[config.mk]
export PLATFORM = sky130hd
export DESIGN_NAME = alu_exec
export DESIGN_NICKNAME = d
export VERILOG_FILES = /design/src/rtl/alu_exec.sv
export SDC_FILE = /design/constraint.sdc
export NUM_CORES = 1
export LEC_CHECK = 0
export BUFFER_PORTS_ARGS = -buffer_cell sky130_fd_sc_hd__buf_4
export CELL_PAD_IN_SITES_DETAIL_PLACEMENT = 1
export CELL_PAD_IN_SITES_GLOBAL_PLACEMENT = 2
export CORE_AREA = 4 4 64 109
export DETAILED_ROUTE_END_ITERATION = 16
export DIE_AREA = 0 0 68 113
export PLACE_DENSITY = 0.82
export SYNTH_ARGS = -nofsm -noshare
export SYNTH_HDL_FRONTEND = slang
export SYNTH_SLANG_ARGS = --single-unit
[constraint.sdc]
create_clock -name clk -period 9.6 [get_ports clk]
set_input_delay 1.92 -clock clk [delete_from_list [all_inputs] [get_ports clk]]
set_output_delay 1.92 -clock clk [all_outputs]
set_load 0.05 [all_outputs]
[src/rtl/alu_exec.sv]
// Registered ALU execute stage: single-cycle ADD/AND/OR/XOR plus a multi-cycle
// serial left shifter sharing one output register, with valid/ready on both sides.
module alu_exec #(
    parameter int WIDTH = 8
) (
    input  logic             clk,
    input  logic             rst,
    input  logic             in_valid,
    output logic             in_ready,
    input  logic             op0,
    input  logic             op1,
    input  logic             op2,
    input  logic             op3,
    input  logic             op4,
    input  logic [WIDTH-1:0] a,
    input  logic [WIDTH-1:0] b,
    output logic             out_valid,
    input  logic             out_ready,
    output logic [WIDTH-1:0] result,
    output logic             c_flag,
    output logic             z_flag,
    output logic             n_flag
);

    typedef enum logic {
        S_IDLE,
        S_SHIFT
    } state_t;

    state_t           state_q, state_d;
    logic [WIDTH-1:0] work_q, work_d;
    logic [2:0]       cnt_q, cnt_d;
    logic [WIDTH-1:0] result_q, result_d;
    logic             c_q, c_d;
    logic             z_q, z_d;
    logic             n_q, n_d;
    logic             out_valid_q, out_valid_d;

    logic             accept;
    logic             out_free;
    logic             load;
    logic [WIDTH-1:0] load_val;
    logic             load_c;
    logic [WIDTH-1:0] b_mod;
    logic [WIDTH:0]   sum;
    logic [WIDTH-1:0] work_shl;

    assign out_free = !out_valid_q || out_ready;
    assign in_ready = !rst && (state_q == S_IDLE) && out_free;
    assign accept   = in_valid && in_ready;
    assign b_mod    = op4 ? ~b : b;
    assign sum      = {1'b0, a} + {1'b0, b_mod} + {{WIDTH{1'b0}}, op2};
    assign work_shl = {work_q[WIDTH-2:0], 1'b0};

    always_comb begin
        state_d     = state_q;
        work_d      = work_q;
        cnt_d       = cnt_q;
        result_d    = result_q;
        c_d         = c_q;
        z_d         = z_q;
        n_d         = n_q;
        out_valid_d = out_valid_q;
        load        = 1'b0;
        load_val    = '0;
        load_c      = c_q;

        case (state_q)
            S_IDLE: begin
                if (accept) begin
                    if (op3) begin
                        if (b[2:0] == 3'd0) begin
                            load     = 1'b1;
                            load_val = a;
                        end else begin
                            work_d  = a;
                            cnt_d   = b[2:0];
                            state_d = S_SHIFT;
                        end
                    end else begin
                        load = 1'b1;
                        case ({op1, op0})
                            2'b00: begin
                                load_val = sum[WIDTH-1:0];
                                load_c   = sum[WIDTH];
                            end
                            2'b01:   load_val = a & b_mod;
                            2'b10:   load_val = a | b_mod;
                            default: load_val = a ^ b_mod;
                        endcase
                    end
                end
            end
            S_SHIFT: begin
                if (cnt_q > 3'd1) begin
                    work_d = work_shl;
                    cnt_d  = cnt_q - 3'd1;
                end else if (out_free) begin
                    // Final shift goes straight into the output register; the
                    // carry is the MSB being shifted out on this step.
                    load     = 1'b1;
                    load_val = work_shl;
                    load_c   = work_q[WIDTH-1];
                    work_d   = work_shl;
                    cnt_d    = 3'd0;
                    state_d  = S_IDLE;
                end
            end
            default: state_d = S_IDLE;
        endcase

        if (load) begin
            result_d    = load_val;
            c_d         = load_c;
            z_d         = (load_val == '0);
            n_d         = load_val[WIDTH-1];
            out_valid_d = 1'b1;
        end else if (out_valid_q && out_ready) begin
            out_valid_d = 1'b0;
        end
    end

    always_ff @(posedge clk) begin
        if (rst) begin
            state_q     <= S_IDLE;
            work_q      <= '0;
            cnt_q       <= '0;
            result_q    <= '0;
            c_q         <= 1'b0;
            z_q         <= 1'b0;
            n_q         <= 1'b0;
            out_valid_q <= 1'b0;
        end else begin
            state_q     <= state_d;
            work_q      <= work_d;
            cnt_q       <= cnt_d;
            result_q    <= result_d;
            c_q         <= c_d;
            z_q         <= z_d;
            n_q         <= n_d;
            out_valid_q <= out_valid_d;
        end
    end

    assign out_valid = out_valid_q;
    assign result    = result_q;
    assign c_flag    = c_q;
    assign z_flag    = z_q;
    assign n_flag    = n_q;

endmodule

==> results.cfg, run 1 <==
[clock_network]
cts_buffer_depth = 2
post-cts-setup-buffers = 0
hold_buffers = 0
cts_sinks = 23
cts_max_level = 1
path_clk_slew_ns = 0.09
numCtsBuffers = 3
cts.repair.resized = 0
clk_latency_ns = 0.27
cts_tree = built
root_buffer = clkbuf_8

[yosys]
syn_inst = 258
syn_avg_cell_area_um2 = 8.06
ys_seq_elements = 23
netlist_area_um2 = 2080
synth_nets = 303
async_flop_share_pct = 0
synth_edf_count = 0
synth_flop_cell = dfxtp_1
synth_cell_types = 53
yosysWarningCount = 0
ys_seq_area_share_pct = 22.1

[cells_and_area]
nets = 331
design_area_um2 = 2420
final_common_cell = buf_4
diodes = 0
areaGrowthSynthToFinish_pct = 16.4
layout.cells.most_common_list = buf_4, inv_1, nor2_1
drive_above_1_share_pct = 17.9

[min_path]
hp-class = reg2reg

[routing]
wl_um = 5880
vias = 1993
route.detailed.drc = 0
first_pass_iters = 4
final_antenna_net_count = 0
drtIter0Drc = 96
post_drt_via_cell_ratio = 5.46
routedWlPerCell_um = 16.1

[timing]
report.final.hold_viol_count = 0
fin_crit_sh_pct = 48.3
clock_skew_ns = 0.00349
final-setup-viol-count = 0
fin_ws_ns = 4.96
relSlewSlack_pct = 53.9
finalCriticalPeriod_ns = 4.64
worst_pin_slew_ns = 0.691
rsz0062_at_grt = false
max_freq_mhz = 216
drv_slew = 0
finalSetupTns_ns = 0

[critical_path]
critPathSlowestCell = nor2_1
cp_slowest_stage_delay_ns = 0.21
critPathArrivalTime_ns = 2.72
critical_path_class = in2out
worst_setup_path_start_kind = input port
worst_setup_path_end_kind = output port
crit_fanout = 25
crit_required_ns = 7.68
path_cells = buf_4, nor2_1, and2_1, buf_4
critPathMostFrequentCell = buf_4

[power]
ir_drop_uv = 49.9
leakagePower_uw = 0.00101
p_per_area_nw_per_um2 = 120

[global_route]
first_global_vias = 2077
antenna_found_initial = 0
grt_pass1_wl_um = 9800
grt_max_degree = 26
overflow = 0
grtUsageTotal_pct = 16.2

[outcome]
status = finished, final reports clean

[floorplanning]
fp.dieArea_um2 = 7680
rows = 38
core_area_um2 = 6180
ios = 38
die_h_um = 113
dieWidth_um = 68
start_util_pct = 33.6

[placement]
place_ws_ns = 4.96
gp_congestion = 0.843
place_area_um2 = 2370
hpwlAfterDp_um = 4850
portBuffers = 37

[flow_run]
maxCapViolCount = 0
synthesized netlist by cell type (2+ instances only):
cell | n | area (um2)
inv_1 | 32 | 120
nand3_1 | 6 | 30.0
o31ai_1 | 2 | 15.0
a21oi_1 | 15 | 75.1
o21ai_0 | 5 | 25.0
ha_1 | 18 | 225
nand4b_1 | 2 | 17.5
nor2b_1 | 4 | 25.0
a21o_1 | 3 | 22.5
nor3_1 | 7 | 35.0
a211oi_1 | 14 | 105
a31oi_1 | 2 | 12.5
fa_1 | 2 | 40.0
nand4_1 | 4 | 25.0
o21a_1 | 5 | 37.5
buf_6 | 3 | 33.8
nor4_1 | 2 | 12.5
o32ai_1 | 2 | 17.5
nor3b_1 | 2 | 15.0
nand3b_1 | 2 | 15.0
dfxtp_1 | 23 | 460
o21ai_1 | 2 | 10.0
xor2_1 | 9 | 78.8
clkbuf_1 | 4 | 15.0
o2111ai_1 | 2 | 17.5
nor2_1 | 26 | 97.6
o211ai_1 | 2 | 15.0
buf_2 | 6 | 30.0
mux2i_1 | 11 | 110
nand2_1 | 12 | 45.0
mux4_2 | 4 | 90.1
a22oi_1 | 4 | 30.0
flip-flops by register name, indices dropped and copies added (netlist names):
| register | count |
|---|---|
| out_valid | 1 |
| c_flag | 1 |
| work_q | 8 |
| state_q | 1 |
| cnt_q | 3 |
| result | 8 |
| z_flag | 1 |
area by class of cell:
cell class	count	area [um2]
inverters	32	120
clock inverters	1	5.00
clock buffers	3	41.3
repair buffers	38	285
well taps	80	100
multi-input cells	188	1410
flip-flops and latches	23	460
fillers	776	3760
worst max-delay path: cells and delay by family:
kind | cells | cell delay [ns]
buffers and inverters | 2 | 0.40
and+or+nand+nor | 2 | 0.39
worst paths after layout:
kind | start | end | slack (ns) | cells past startpoint
worst max-delay path | rst | in_ready | 4.96 | 4
worst min-delay path | result[6] | result[6] | 0.46 | 2
worst max register to register | state_q | work_q[7] | 7.21 | 6
worst min register to register | result[6] | result[6] | 0.46 | 2
per-layer routing:
| metal | part of all wire, % | track usage [%] |
|---|---|---|
| met1 | 40 | 18.1 |
| met2 | 55 | 30.5 |
| met3 | 2.6 | 1.09 |
| met4 | 2.7 | 5.98 |
| met5 | 0 | 0 |
report_power, final:
group / leakage [uW] / switching (uW) / internal (uW) / total (uW)
clock: 0.0000255 / 32.7 / 29.0 / 61.7
sequential: 0.000188 / 6.50 / 103 / 109
combinational: 0.000793 / 70.4 / 47.9 / 118
total: 0.00101 / 110 / 180 / 289
metrics by stage:
stage | cells | hold WS, ns | utilization (%) | total power [uW]
6_report | 365 | 0.458 | 39.1 | 289
5_1_grt | 365 | 0.477 | 39.1 | 309
4_1_cts | 365 | 0.464 | 39.1 | 291
3_5_place_dp | 361 | 0.452 | 38.4 | 231
3_3_place_gp | 361 | 0.445 | 38.4 | 229
2_1_floorplan | 258 | 0.473 | - | 196
cells by family (layout without fill, tap and decap cells):
kind of cell	after synthesis	count (layout)	share of synthesized area [%]
AOI/OAI and AO/OA	70	70	23.6
muxes	15	15	9.63
DFF	23	23	22.1
xor gates and xnor gates	9	9	3.79
adders and majority gates	20	20	12.8
buffers and inverters	47	74	10.2
and+or+nand+nor	74	74	17.9
Note: power is estimated with default switching activity, not from simulation.
==> run 2, diff against run 1 <==
--- a/config.mk
+++ b/config.mk
@@ -8,10 +8,10 @@
 export BUFFER_PORTS_ARGS = -buffer_cell sky130_fd_sc_hd__buf_4
 export CELL_PAD_IN_SITES_DETAIL_PLACEMENT = 1
 export CELL_PAD_IN_SITES_GLOBAL_PLACEMENT = 2
-export CORE_AREA = 4 4 64 109
+export CORE_AREA = 4 4 66 113
 export DETAILED_ROUTE_END_ITERATION = 16
-export DIE_AREA = 0 0 68 113
-export PLACE_DENSITY = 0.82
+export DIE_AREA = 0 0 70 117
+export PLACE_DENSITY = 0.77
 export SYNTH_ARGS = -nofsm -noshare
 export SYNTH_HDL_FRONTEND = slang
 export SYNTH_SLANG_ARGS = --single-unit
==> constraint.sdc (replaced) <==
create_clock -name clk -period 4.84 [get_ports clk]
set_input_delay 0.968 -clock clk [delete_from_list [all_inputs] [get_ports clk]]
set_output_delay 0.968 -clock clk [all_outputs]
set_load 0.05 [all_outputs]
==> run 2 against run 1 <==
Global-route usage shrank 0.79 points. Cell area is 1.5% higher. Register-to-register slack worse by 4.8 ns. Largest cell class unchanged.
==> results.cfg, run 2 (synthesis results as in run 1) <==
[clock_network]
root_buffer = clkbuf_16
path_clk_slew_ns = 0.06
numCtsBuffers = 3
clk_latency_ns = 0.26
cts_buffer_depth = 2
post-cts-setup-buffers = 0
cts_tree = built
cts_max_level = 1
cts_sinks = 23
hold_buffers = 0
cts.repair.resized = 0

[placement]
gp_congestion = 0.807
hpwlAfterDp_um = 5020
place_ws_ns = 1.23
portBuffers = 37

[critical_path]
crit_fanout = 8
worst_setup_path_end_kind = flop
r2r_end = work_q[1]
critPathSlowestCell = fa_1
critical_path_buf_inv_count = 3
cpLargestDelayFamily = compound AO/OA/AOI/OAI gates
reg2regPathDepth = 6
worst_setup_path_start_kind = input port
crit_required_ns = 5.02
cp_slowest_stage_delay_ns = 0.40
r2r_slack_ns = 2.38
critical_path_class = in2reg
r2r-start = state_q
path_cells = buf_4, xor2_1, inv_1, fa_1, inv_1, fa_1, nor2b_1, a211oi_1, a211oi_1, a221oi_1, nand4b_1, o31ai_1
critPathArrivalTime_ns = 3.48

[cells_and_area]
drive_above_1_share_pct = 17.9
final_common_cell = buf_4
fillers = 836
diodes = 0
nets = 331
areaGrowthSynthToFinish_pct = 18.1
seqCellArea_um2 = 460
multiInputGateArea_um2 = 1410
layout.cells.most_common_list = buf_4, inv_1, nor2_1

[routing]
wl_met1_um = 2560
wl_met3_um = 137
routed.top_layer = met4
route.detailed.drc = 0
post_drt_via_cell_ratio = 5.37
wl_um = 6100
met2_length_um = 3300
first_pass_iters = 4
drtIter0Drc = 48
vias = 1970
routedWlPerCell_um = 16.6
final_antenna_net_count = 0

[power]
ir_drop_uv = 100
leakagePower_uw = 0.00102
p_per_area_nw_per_um2 = 260

[min_path]
hold_depth = 2
hold_start = result[0]
hp-class = reg2reg
hold_end = result[0]

[timing]
finalSetupTns_ns = 0
clock_skew_ns = 0.00309
max_freq_mhz = 303
report.final.hold_viol_count = 0
drv_slew = 0
worst_pin_slew_ns = 0.690
rsz0062_at_grt = false
relSlewSlack_pct = 54.0
hold-worst-slack_ns = 0.457
fin_crit_sh_pct = 68.1
final-setup-viol-count = 0
finalCriticalPeriod_ns = 3.30
fin_ws_ns = 1.54

[outcome]
status = finished, final reports clean

[floorplanning]
rows = 39
ios = 38
dieWidth_um = 70
die_h_um = 117
core_area_um2 = 6540
start_util_pct = 31.8
fp.dieArea_um2 = 8190

[global_route]
grtUsageTotal_pct = 15.4
grt_pass1_wl_um = 10100
overflow = 0
first_global_vias = 2021
antenna_found_initial = 0
grt_max_degree = 26

[flow_run]
maxCapViolCount = 0
run 2: final cells by class:
class / instances / area share, %
clock buffers: 3 / 3.06
clock inverters: 1 / 0.204
inverters: 32 / 4.89
multi-input cells: 188 / 57.3
flip-flops and latches: 23 / 18.7
well taps: 82 / 4.18
repair buffers: 38 / 11.6
run 2: per-stage QoR:
| stage | cells | cell area, um2 | total power (uW) | utilization, % |
|---|---|---|---|---|
| final | 367 | 2460 | 639 | 37.6 |
| after global routing | 367 | 2460 | 679 | 37.6 |
| after CTS | 367 | 2460 | 647 | 37.6 |
| after detailed placement | 363 | 2380 | 460 | 36.3 |
| after global placement | 363 | 2380 | 456 | 36.3 |
| after floorplan | 258 | 2080 | 390 | - |
run 2: worst max-delay path by stage:
stage          from  endpoint  slack, ns  cells after the start
2_1_floorplan   op4    z_flag       1.35                     12
3_3_place_gp    op4    z_flag       1.33                     12
3_5_place_dp    op4    z_flag       1.23                     12
4_1_cts         op4    z_flag       1.51                     12
5_1_grt         op4    z_flag       1.26                     12
6_report        op4    z_flag       1.54                     12
run 2: where the power goes:
group	total (uW)	internal, uW	switching [uW]
Sequential	217	204	12.9
Combinational	235	95.1	140
Clock	186	111	74.9
run 2: routing by layer:
layer	global-route usage, %	vias to the layer above
met2	29.9	31
met3	0.855	7
met4	5.37	0
met5	0	-
met1	17.8	962
li1	-	970
run 2: worst reg2reg max path, cell delays in order, from the launching register on:
cell	delay (ns)
dfxtp_1	0.53
nor2_1	0.32
nand4_1	0.32
o22ai_1	0.61
buf_4	0.31
nor2_1	0.06
a211oi_1	0.23
==> run 3, diff against run 2 <==
==> config.mk (replaced) <==
export PLATFORM = sky130hd
export DESIGN_NAME = alu_exec
export DESIGN_NICKNAME = d
export VERILOG_FILES = /design/src/rtl/alu_exec.sv
export SDC_FILE = /design/constraint.sdc
export NUM_CORES = 1
export LEC_CHECK = 0
export ABC_AREA = 1
export BUFFER_PORTS_ARGS = -buffer_cell sky130_fd_sc_hd__buf_4
export CELL_PAD_IN_SITES_DETAIL_PLACEMENT = 1
export CELL_PAD_IN_SITES_GLOBAL_PLACEMENT = 2
export CORE_AREA = 4 4 73 126
export DETAILED_ROUTE_END_ITERATION = 16
export DIE_AREA = 0 0 77 130
export PLACE_DENSITY = 0.74
export SYNTH_ARGS = -nofsm -noshare
export SYNTH_HDL_FRONTEND = slang
export SYNTH_SLANG_ARGS = --single-unit
==> constraint.sdc (replaced) <==
create_clock -name clk -period 2.8 [get_ports clk]
set_input_delay 0.56 -clock clk [delete_from_list [all_inputs] [get_ports clk]]
set_output_delay 0.56 -clock clk [all_outputs]
set_load 0.05 [all_outputs]
==> run 3 against run 2 <==
Synthesized area grew 4.0%. Critical path type unchanged. Combinational power grew 89%. Worst setup slack lost 1.2 ns. Sequential power rose by 72%. Via count increased by 13%. Highest routed layer unchanged. Cell area grew 7.6%. Worst hold slack better by 0.0089 ns. Largest power group unchanged. Critical endpoint unchanged. Flip-flop and latch count unchanged. Die area rose by 22%. Synthesized cell count rose by 34%.
==> results.cfg, run 3 <==
[critical_path]
worst_setup_path_end_kind = flop
critPathMostFrequentCell = nor2_1
critPathSlowestCell = fa_1
critical_path_class = in2reg
crit_required_ns = 2.99
r2r_slack_ns = 0.73
crit_fanout = 2
critPathArrivalTime_ns = 2.65
path_cells = buf_4, xnor2_2, fa_1, inv_1, fa_1, nand2_1, nand3_1, nor2_1, nor2_1, nor2_2, nand4_1, nor2_1, nand2_1, nor2_1, nand3_1, a21oi_1
r2r_end = cnt_q[1]
worst_setup_path_start_kind = input port
r2r-start = state_q
reg2regPathDepth = 8
cp_slowest_stage_delay_ns = 0.42

[routing]
vias = 2225
post_drt_via_cell_ratio = 4.67
wl_met3_um = 98
first_pass_iters = 4
final_antenna_net_count = 0
drtIter0Drc = 60
route.detailed.drc = 0
wl_met1_um = 2570
wl_um = 6770
met2_length_um = 4000
routedWlPerCell_um = 14.2
routed.top_layer = met4

[cells_and_area]
design_area_um2 = 2640
layout.cells.most_common_list = nand2_1, inv_1, buf_4
seqCellArea_um2 = 460
areaGrowthSynthToFinish_pct = 22.2
fillers = 1067
nets = 430
multiInputGateArea_um2 = 1420
diodes = 0
final_common_cell = nand2_1
drive_above_1_share_pct = 16.4

[timing]
report.final.hold_viol_count = 0
rsz0062_at_grt = false
final-setup-viol-count = 0
finalCriticalPeriod_ns = 2.46
hold-worst-slack_ns = 0.466
max_freq_mhz = 407
worst_pin_slew_ns = 0.674
drv_slew = 0
finalSetupTns_ns = 0
clock_skew_ns = 0.00164
relSlewSlack_pct = 54.5
fin_crit_sh_pct = 87.8

[power]
total_power_uw = 1130
leakagePower_uw = 0.00142
ir_drop_uv = 181
p_per_area_nw_per_um2 = 428

[yosys]
synth_nets = 390
synth_area_leaders = dfxtp_1, nand2_1, ha_1, inv_1, nand3_1
synth_flop_cell = dfxtp_1
syn_avg_cell_area_um2 = 6.27
yosysMostFrequentCell = nand2_1
ys_top_cells_by_count = nand2_1, inv_1, nor2_1
ys_seq_elements = 23
netlist_area_um2 = 2160
yosysWarningCount = 0
ys_seq_area_share_pct = 21.3
synth_cell_types = 32
async_flop_share_pct = 0
synth_edf_count = 0
synth_top_area_share_pct = 21.3
syn_inst = 345
synth_area_leader_cell = dfxtp_1

[clock_network]
cts_max_level = 1
cts_sinks = 23
cts.repair.resized = 0
cts_buffer_depth = 2
hold_buffers = 0
root_buffer = clkbuf_16
post-cts-setup-buffers = 0
clk_latency_ns = 0.26
numCtsBuffers = 3
cts_tree = built
path_clk_slew_ns = 0.06

[min_path]
hold_depth = 2
hold_end = result[0]
hp-class = reg2reg
hold_start = result[0]

[floorplanning]
dieWidth_um = 77
ios = 38
start_util_pct = 26.4
fp.dieArea_um2 = 10000
core_area_um2 = 8200
die_h_um = 130
rows = 44

[global_route]
grt_max_degree = 18
grt_pass1_wl_um = 11500
grtUsageTotal_pct = 14.4
first_global_vias = 2384
antenna_found_initial = 0
overflow = 0

[placement]
gp_congestion = 0.794
place_area_um2 = 2550
portBuffers = 37
hpwlAfterDp_um = 5940

[flow_run]
maxCapViolCount = 0

[outcome]
status = finished, final reports clean
-- run 3: cell count changes after synthesis, moves of 10 or more --
| cell | previous run | this run |
|---|---|---|
| nand2_1 | 12 | 97 |
| inv_1 | 32 | 59 |
| o21ai_0 | 5 | 23 |
| nand3_1 | 6 | 23 |
| mux2i_1 | 11 | 0 |
| a211oi_1 | 14 | 4 |
-- run 3: cell families (layout without fill, tap and decap cells) --
family	after synthesis	count (layout)	synth area share (%)
AO/OA/AOI/OAI	57	57	15.3
XOR/XNOR	9	9	3.64
adder cells (fa/ha/maj)	20	20	12.3
buffers and inverters	72	111	13.6
flip-flops	23	23	21.3
AND/OR/NAND/NOR	164	164	33.8
-- run 3: metrics by stage --
stage,setup slack (ns),util (%),instances
floorplan,0.119,-,345
global placement,0.0314,31.1,472
detailed placement,0.0112,31.1,472
CTS,0.271,32.0,476
global route,0.0215,32.2,476
finish,0.340,32.2,476
-- run 3: area by class of cell --
cell class                 instances  share of cell area [%]
clock buffer                       4                    2.98
inverter                          63                    8.94
multi-input combinational        250                    53.8
sequential                        23                    17.4
tap                               92                    4.35
timing repair buffer              44                    12.5
-- run 3: worst max-delay path by stage --
stage	slack [ns]	start	to	cells past startpoint
3_5_place_dp	0.01	op4	z_flag	20
5_1_grt	0.02	op4	z_flag	20
2_1_floorplan	0.12	op4	z_flag	16
6_report	0.34	b[0]	z_flag	16
4_1_cts	0.27	op4	z_flag	20
3_3_place_gp	0.03	op4	z_flag	20
-- run 3: where the power goes --
part           internal [uW]  switching (uW)  total, uW
clock                    195             120        314
sequential               353            19.7        373
combinational            162             283        445
total                    710             423       1130
-- run 3: layer usage --
layer / GRT usage (%) / up-vias
met4: 4.72 / 0
met1: 14.5 / 1027
met5: 0 / -
met2: 30.8 / 22
li1: - / 1170
met3: 0.552 / 6
-- run 3: critical path: cells and delay by family --
kind	cells	cell delay [ns]
simple gates	10	0.84
fa+ha+maj	2	0.78
buf+inv	2	0.23
xor+xnor	1	0.14
compound gates	1	0.12
